**config.mk**
```make
export PLATFORM = sky130hd
export DESIGN_NAME = soc_event_queue_rr
export DESIGN_NICKNAME = d
export VERILOG_FILES = /design/src/rtl/soc_event_queue_rr.sv
export SDC_FILE = /design/constraint.sdc
export NUM_CORES = 1
export LEC_CHECK = 0
export ABC_AREA = 0
export BUFFER_PORTS_ARGS = -buffer_cell sky130_fd_sc_hd__buf_2
export CAP_MARGIN = 40
export CORE_ASPECT_RATIO = 0.7
export CORE_MARGIN = 2
export CORE_UTILIZATION = 50
export DETAILED_ROUTE_END_ITERATION = 10
export PLACE_DENSITY = 0.79
export SETUP_SLACK_MARGIN = 0.5
export SYNTH_ARGS = -nofsm -noshare
export SYNTH_HDL_FRONTEND = slang
export SYNTH_SLANG_ARGS = --single-unit
```
**constraint.sdc**
```tcl
create_clock -name clk_i -period 3.8 [get_ports clk_i]
set_clock_uncertainty 0.05 [all_clocks]
set_input_delay 0.57 -clock clk_i [delete_from_list [all_inputs] [get_ports clk_i]]
set_output_delay 0.57 -clock clk_i [all_outputs]
set_load 0.05 [all_outputs]
```
**src/rtl/soc_event_queue_rr.sv**
```systemverilog
// soc_event_queue_rr
//   Per-channel saturating event counters (QUEUE_SIZE deep) drained through a
//   single valid/ready port by a round-robin arbiter. Each offered event
//   carries its source channel ID.
//
// Ports
//   clk_i, rstn_i   clock, asynchronous active-low reset
//   event_i         per-channel event pulses; a bit high N cycles = N events
//   err_o           per-channel overflow pulse, same cycle as the dropped event
//   pending_o       per-channel registered count != 0
//   evt_valid_o     event offered (registered)
//   evt_id_o        channel of offered event (registered, stable until accepted)
//   evt_ready_i     consumer accept
//
// Optional build macro SOC_EVT_QUEUE_STICKY_ERR_EN
//   adds err_sticky_o (set by err_o, cleared by err_clr_i, set wins) and
//   err_clr_i. Without it, overflow is only reported by err_o pulses.

module soc_event_queue_rr #(
  parameter  int unsigned NB_CH      = 8,
  parameter  int unsigned QUEUE_SIZE = 4,
  localparam int unsigned CNT_W      = $clog2(QUEUE_SIZE + 1),
  localparam int unsigned ID_W       = (NB_CH > 1) ? $clog2(NB_CH) : 1
) (
  input  logic             clk_i,
  input  logic             rstn_i,
  input  logic [NB_CH-1:0] event_i,
  output logic [NB_CH-1:0] err_o,
  output logic [NB_CH-1:0] pending_o,
  output logic             evt_valid_o,
  output logic [ID_W-1:0]  evt_id_o,
  input  logic             evt_ready_i
`ifdef SOC_EVT_QUEUE_STICKY_ERR_EN
  ,
  output logic [NB_CH-1:0] err_sticky_o,
  input  logic [NB_CH-1:0] err_clr_i
`endif
);

  typedef enum logic [0:0] {
    S_IDLE  = 1'b0,
    S_OFFER = 1'b1
  } state_e;

  state_e           state_q, state_d;
  logic [CNT_W-1:0] cnt_q [NB_CH];
  logic [CNT_W-1:0] cnt_d [NB_CH];
  logic [ID_W-1:0]  evt_id_q, evt_id_d;
  logic [ID_W-1:0]  rr_ptr_q, rr_ptr_d;
  logic [NB_CH-1:0] nz_q, nz_d;
  logic             hs;

  // First set bit of nz at or above ptr, wrapping to the bottom.
  function automatic logic [ID_W-1:0] pick(input logic [NB_CH-1:0] nz,
                                           input logic [ID_W-1:0]  ptr);
    logic [ID_W-1:0] res;
    logic            found;
    res   = '0;
    found = 1'b0;
    for (int unsigned j = 0; j < NB_CH; j++) begin
      if (!found && (j >= 32'(ptr)) && nz[j]) begin
        res   = ID_W'(j);
        found = 1'b1;
      end
    end
    for (int unsigned j = 0; j < NB_CH; j++) begin
      if (!found && (j < 32'(ptr)) && nz[j]) begin
        res   = ID_W'(j);
        found = 1'b1;
      end
    end
    return res;
  endfunction

  assign hs          = evt_valid_o & evt_ready_i;
  assign evt_valid_o = (state_q == S_OFFER);
  assign evt_id_o    = evt_id_q;
  assign pending_o   = nz_q;

  // Counter update, overflow detection and next-cycle occupancy.
  always_comb begin
    cnt_d = cnt_q;
    err_o = '0;
    nz_d  = '0;
    nz_q  = '0;
    for (int unsigned c = 0; c < NB_CH; c++) begin
      nz_q[c] = (cnt_q[c] != '0);
      if (event_i[c] && !(hs && (evt_id_q == ID_W'(c)))) begin
        if (cnt_q[c] != CNT_W'(QUEUE_SIZE)) begin
          cnt_d[c] = cnt_q[c] + CNT_W'(1);
        end else begin
          err_o[c] = 1'b1;
        end
      end else if (!event_i[c] && hs && (evt_id_q == ID_W'(c))) begin
        cnt_d[c] = cnt_q[c] - CNT_W'(1);
      end
      nz_d[c] = (cnt_d[c] != '0);
    end
  end

  // Arbiter FSM: IDLE picks from registered counts; OFFER re-picks from
  // post-update counts on a handshake so transfers can run back to back.
  always_comb begin
    state_d  = state_q;
    evt_id_d = evt_id_q;
    rr_ptr_d = rr_ptr_q;
    case (state_q)
      S_IDLE: begin
        if (|nz_q) begin
          evt_id_d = pick(nz_q, rr_ptr_q);
          state_d  = S_OFFER;
        end
      end
      S_OFFER: begin
        if (hs) begin
          rr_ptr_d = (evt_id_q == ID_W'(NB_CH - 1)) ? '0 : evt_id_q + ID_W'(1);
          if (|nz_d) begin
            evt_id_d = pick(nz_d, rr_ptr_d);
          end else begin
            state_d = S_IDLE;
          end
        end
      end
      default: state_d = S_IDLE;
    endcase
  end

  always_ff @(posedge clk_i or negedge rstn_i) begin
    if (!rstn_i) begin
      state_q  <= S_IDLE;
      evt_id_q <= '0;
      rr_ptr_q <= '0;
      for (int unsigned c = 0; c < NB_CH; c++) begin
        cnt_q[c] <= '0;
      end
    end else begin
      state_q  <= state_d;
      evt_id_q <= evt_id_d;
      rr_ptr_q <= rr_ptr_d;
      for (int unsigned c = 0; c < NB_CH; c++) begin
        cnt_q[c] <= cnt_d[c];
      end
    end
  end

`ifdef SOC_EVT_QUEUE_STICKY_ERR_EN
  logic [NB_CH-1:0] err_sticky_q, err_sticky_d;

  // Set has priority over clear.
  always_comb begin
    err_sticky_d = (err_sticky_q & ~err_clr_i) | err_o;
  end

  always_ff @(posedge clk_i or negedge rstn_i) begin
    if (!rstn_i) begin
      err_sticky_q <= '0;
    end else begin
      err_sticky_q <= err_sticky_d;
    end
  end

  assign err_sticky_o = err_sticky_q;
`endif

endmodule

```
After elaboration in Yosys (flattened, before gate mapping) --
Index checks and enable logic that the tools add are counted.
Storage, ports and cells: register bits 31, latch bits 0, memory bits (writable) 0, ROM bits 0, bits of input ports 11, output and inout bits 20, logic and storage cells 404, memories kept 0
Operators by class: add/sub/neg operators 17, multipliers 0, divide/modulo/power cells 0, order comparisons 28, eq/ne operators 18, shifts and indexed selects 0, mux-type cells 175, bitwise logic cells 2, reductions and logical operators 153
Operator list (count):
- $mux W3 | 54
- $mux W1 | 119
- $logic_and A1 B1 Y1 | 88
- $reduce_bool A3 Y1 | 16
- $logic_not A1 Y1 | 44
- $add A3 B1 Y3 const B | 9
- $ne A3 B3 Y1 const B | 8
- $sub A3 B1 Y3 const B | 8
- $ge A3 B3 Y1 const A | 6
- $lt A3 B3 Y1 const A | 6
- $reduce_or A8 Y1 | 2
- $eq A3 B3 Y1 const B | 4
- $ge A1 B3 Y1 const A | 4
- $ge A2 B3 Y1 const A | 4
- $lt A1 B3 Y1 const A | 4
- $lt A2 B3 Y1 const A | 4
- $eq A3 B2 Y1 const B | 2
- $pmux W3 S2 | 1
- $ne A2 B1 Y1 const B | 2
- $eq A3 B1 Y1 const B | 1
- $logic_not A3 Y1 | 1
- $reduce_and A3 Y1 | 1
- $ne A2 B2 Y1 const B | 1
- $pmux W1 S2 | 1
- other kinds (3) | 3

Logic depth before layout (Yosys ltp) --
depth in word-level cells 108, gate-level depth with buffers 13, gate-level depth less buffers 12

Least setup slack after synthesis --
No wires, ideal clock.
kind reg2out, start point register evt_id_q[0], in the netlist evt_id_o[0], end point output err_o[4], arrival time 2.747 ns, data required time 3.180 ns, slack 0.433 ns, stages on the path, launching flop included 7, cells stage by stage dfrtp_1 -> clkbuf_1 -> inv_1 -> ha_1 -> and4_2 -> buf_2 -> nor3b_1
Between the ends: longest elaborated chain between the ends 5
RTL lines:
- from (decl) | line 48 | logic [ID_W-1:0] evt_id_q, evt_id_d;
- from (signal assigned) | line 138 | evt_id_q <= evt_id_d;
- $eq A3 B3 Y1 | line 88 | if (event_i[c] && !(hs && (evt_id_q == ID_W'(c)))) begin
- $logic_and A1 B1 Y1 | line 88
- $logic_not A1 Y1 | line 88
- $logic_and A1 B1 Y1 | line 88
- $mux W1 | line 88
- to (decl) | line 28 | output logic [NB_CH-1:0] err_o,
Every way passes these cells.

Worst setup path after layout --
start point register evt_id_q[1], in the netlist evt_id_o[1], end point register evt_id_q[1], in the netlist evt_id_o[1]
Between the ends: longest elaborated chain between the ends 108
RTL lines:
- parallel branches: the longest is 108 deep, another holds $add A3 B1 Y3
Parallel ways; which one is timed is not known. The select of a mux whose other input is x is not followed. A chain may end at the register's enable or synchronous reset.

==> flow_results.org <==
** Run
- Max-cap violations in this run came to 0.

** STA
- For the final routed database, the setup TNS stands at 0 ps.
- The max-slew violation total from the final report came to 0.
- The worst pin sits at a relative slew slack of 50.8%.
- The worst path meets setup with 634 ps of slack.
- At the pin with the least slew margin, the transition time is 738 ps.
- Post-route worst hold slack :: 289 ps
- Final Cycle Share :: 83.3%
- Final count of negative-setup-slack endpoints :: 0
- RSZ-0062 raised after global routing :: yes
- Max Clk Rate :: 0.316 GHz
- The hold violation count in the final report is 0.
- The worst path needs 3170 ps of the cycle, external delays included.

** Global route
- The first global-routing pass estimated 13900 µm of wire.
- Pin count of the biggest net entering global routing :: 32
- Global router's overall resource usage :: 22.8%
- The number of antenna violations at the first check in global routing was 0.
- After global routing the overflow that remains totals 0.
- Via count of the first global-routing pass :: 2988

** Layout
- 0 antenna diodes ended up in the layout.
- The post-route netlist has 19.1% of its cells at a drive strength greater than 1.
- Layout-stage area growth over the synthesis result :: 12.1%
- Storage element area :: 779 µm²
- Layout net count :: 496
- The filler cells instantiated in the layout total 612.
- In the final layout, the multi-input gates occupy 2510 µm².
- Non-filler instance count after layout :: 550

** Power and ir drop
- Leakage component of the power :: 1.64 nW
- Tot Pwr :: 3.49 mW
- For this design the ratio of total power to cell area is 904 nW/µm².
- VDD sags by at most 0.340 mV.

** Drt
- Iteration count of the initial detailed-routing pass :: 5
- Routed vias :: 3333
- In the routed design, unresolved DRC markers number 0.
- Detailed routing placed a total of 3890 µm of wire on met2.
- Wire length after detailed routing :: 8570 µm
- In this run the top signal layer used is met4.
- Iter 0 DRT Violations :: 295
- In the final routing, the length of wire on met1 measures 3940 µm.
- Average vias per placed instance :: 6.06
- Once detail routing completed, the nets flagged for antenna violations numbered 0.
- After detailed routing, the met3 layer carries 604 µm of wire.
- Routed wirelength normalized by instance count :: 15.6 µm

** Clocking
- Clock net sink count :: 31
- For the worst-skew pair, the clock arrives at the later sink with an insertion delay of 290 ps.
- Counting the buffers created by CTS gives 5.
- TritonCTS built the clock tree.
- CTS placed an instance of sky130_fd_sc_hd__clkbuf_8 at the clock tree root.
- Max Root-Sink Buffers :: 2
- Clock-pin slew was measured on the worst setup and hold paths at 70 ps.
- CTS H-tree depth :: 2

** Yosys
- Cell type with the highest aggregate area in the netlist :: sky130_fd_sc_hd__dfrtp_1
- Fraction of the yosys area taken by sequential cells :: 22.5%
- In the post-synthesis netlist, the biggest area contributors are sky130_fd_sc_hd__dfrtp_1 (23%), sky130_fd_sc_hd__ha_1 (11%), sky130_fd_sc_hd__nand2_1 (4.7%).
- The number of nets in the synthesized netlist is 467.
- In this run the cell area of the synthesized design comes to 3440 µm².
- Counting flops with a built-in enable in the synthesized netlist gives 0.
- Avg Synthesized Cell Area :: 8.08 µm²
- By count the netlist is led by sky130_fd_sc_hd__nand2_1 (43), sky130_fd_sc_hd__inv_1 (35), sky130_fd_sc_hd__dfrtp_1 (31).
- Post-synthesis cell count :: 426
- Top-area cell type share of the netlist area :: 22.5%
- sky130_fd_sc_hd__nand2_1 is the most common cell in the netlist.
- After synthesis, the netlist uses 70 different library cells.
- The most used flip-flop cell after synthesis is sky130_fd_sc_hd__dfrtp_1.
- The Yosys step of the flow raised 0 warnings.
- FFs w/ async S/R, synth :: 100%
- Post-synthesis sequential element count :: 31

** Die
- For this configuration, the core starts out at a cell density of 51.4%.
- Standard cell core area :: 6690 µm²
- Top-level I/O count :: 31
- In this run the core area contains 25 standard-cell rows.
- The die covers 7570 µm².
- DIE HEIGHT :: 73.4 µm
- X dimension of the die :: 103 µm

** Place
- Buffers placed on the I/O ports in this run total 30.
- At the end of routability-driven placement, the weighted congestion stood at 1.02.
- Pre-CTS setup slack :: 431 ps
- The HPWL after detailed placement is 6250 µm.
- Dpl cells :: 535

** Status
- The run finished with clean final reports.

** Setup path
- Highest net fanout along the worst path :: 7
- Arr. time, crit path :: 3300 ps
- The worst setup path is captured at a register.
- The worst setup path is launched from a register.
- WP data required :: 3940 ps
- The worst setup path is of the register to register kind.

** Worst hold path
- The tightest min-delay check is of the input port to asynchronous set/reset pin type.
-- metrics by stage --
stage / area, µm² / utilization (%)
after floorplan: 3450 / -
after global placement: 3610 / 53.9
after detailed placement: 3610 / 53.9
after CTS: 3690 / 55.2
after global routing: 3860 / 57.6
final: 3860 / 57.6
-- state kept, by name (all words and copies together), names as in the netlist --
register,flops
rr_ptr_q,3
evt_valid_o,1
cnt_q,24
evt_id_o,3
-- placed cells by master (no fill, tap or decap), types with 3 or more instances in the layout --
| cell | instances |
|---|---|
| sky130_fd_sc_hd__xnor2_1 | 8 |
| sky130_fd_sc_hd__and4b_1 | 3 |
| sky130_fd_sc_hd__nor3b_1 | 3 |
| sky130_fd_sc_hd__or3_1 | 3 |
| sky130_fd_sc_hd__nor2_1 | 30 |
| sky130_fd_sc_hd__nand4b_1 | 4 |
| sky130_fd_sc_hd__o21a_1 | 3 |
| sky130_fd_sc_hd__buf_2 | 30 |
| sky130_fd_sc_hd__dfrtp_1 | 28 |
| sky130_fd_sc_hd__o32ai_1 | 3 |
| sky130_fd_sc_hd__mux2i_1 | 15 |
| sky130_fd_sc_hd__nand2b_1 | 9 |
| sky130_fd_sc_hd__o21ai_0 | 24 |
| sky130_fd_sc_hd__o22ai_1 | 3 |
| sky130_fd_sc_hd__o211ai_1 | 5 |
| sky130_fd_sc_hd__buf_4 | 10 |
| sky130_fd_sc_hd__inv_1 | 35 |
| sky130_fd_sc_hd__dfrtp_2 | 3 |
| sky130_fd_sc_hd__nand4_1 | 5 |
| sky130_fd_sc_hd__nand3b_1 | 7 |
| sky130_fd_sc_hd__a21oi_1 | 29 |
| sky130_fd_sc_hd__nor3_1 | 8 |
| sky130_fd_sc_hd__clkbuf_8 | 5 |
| sky130_fd_sc_hd__nor2b_1 | 8 |
| sky130_fd_sc_hd__a31oi_1 | 9 |
| sky130_fd_sc_hd__mux2_2 | 4 |
| sky130_fd_sc_hd__and4_2 | 3 |
| sky130_fd_sc_hd__nand2_1 | 43 |
| sky130_fd_sc_hd__nor4_1 | 4 |
| sky130_fd_sc_hd__nand3_1 | 15 |
| sky130_fd_sc_hd__ha_1 | 27 |
| sky130_fd_sc_hd__or4_1 | 3 |
| sky130_fd_sc_hd__o31ai_1 | 5 |
-- power by group --
group	internal, mW	leakage [nW]	switching (mW)
sequential	0.501	0.357	0.255
combinational	0.941	1.25	1.53
clock	0.129	0.0422	0.129
total	1.57	1.64	1.92
-- worst max-delay path, stage by stage (launching register included) --
cell	delay [ps]
sky130_fd_sc_hd__dfrtp_2	430
sky130_fd_sc_hd__inv_1	140
sky130_fd_sc_hd__ha_4	180
sky130_fd_sc_hd__and4b_2	330
sky130_fd_sc_hd__a21oi_1	120
sky130_fd_sc_hd__or3_2	470
sky130_fd_sc_hd__a311oi_4	310
sky130_fd_sc_hd__buf_6	160
sky130_fd_sc_hd__nand3_4	110
sky130_fd_sc_hd__nor3_1	240
sky130_fd_sc_hd__nand2_1	130
sky130_fd_sc_hd__o21a_1	240
sky130_fd_sc_hd__a21o_1	160
-- path summary, 6_finish.rpt --
path / endpoint / depth (start not counted) / startpoint / slack (ps)
min in group clk_i: cnt_q[9] / 1 / cnt_q[9] / 490
max: evt_id_o[1] / 12 / evt_id_o[1] / 630
max in group asynchronous: evt_valid_o / 1 / rstn_i / 2890
max reg2reg: evt_id_o[1] / 12 / evt_id_o[1] / 630
min reg2reg: cnt_q[9] / 1 / cnt_q[9] / 490
min: cnt_q[13] / 1 / rstn_i / 290
-- layer usage --
layer  GRT usage, %  up-vias
li1               -     1619
met3           5.42       14
met4           6.29        0
met1           31.7     1571
met2           35.7      129
met5              0        -
-- logic make-up after synthesis --
kind of cell	share of synthesized area [%]
DFF	22.5
buffers and inverters	7.89
adders and majority gates	10.9
and+or+nand+nor	25.9
xor gates and xnor gates	2.04
AOI/OAI and AO/OA	25.0
muxes	5.67
-- layout make-up --
| class | count | area share (%) |
|---|---|---|
| multi-input combinational | 341 | 65.1 |
| clock inverter | 1 | 0.130 |
| sequential | 31 | 20.2 |
| clock buffer | 7 | 1.98 |
| inverter | 35 | 3.41 |
| tap | 94 | 3.05 |
| timing repair buffer | 41 | 6.13 |
-- what timing repair did --
action,CTS,global route
pin swaps,1,4
gates resized for setup,2,19
setup buffers,0,7
hold endpoints to repair,0,0
endpoints found under the setup margin,3,4
hold buffers,0,0
No activity file was read; power rests on OpenSTA's default activity.
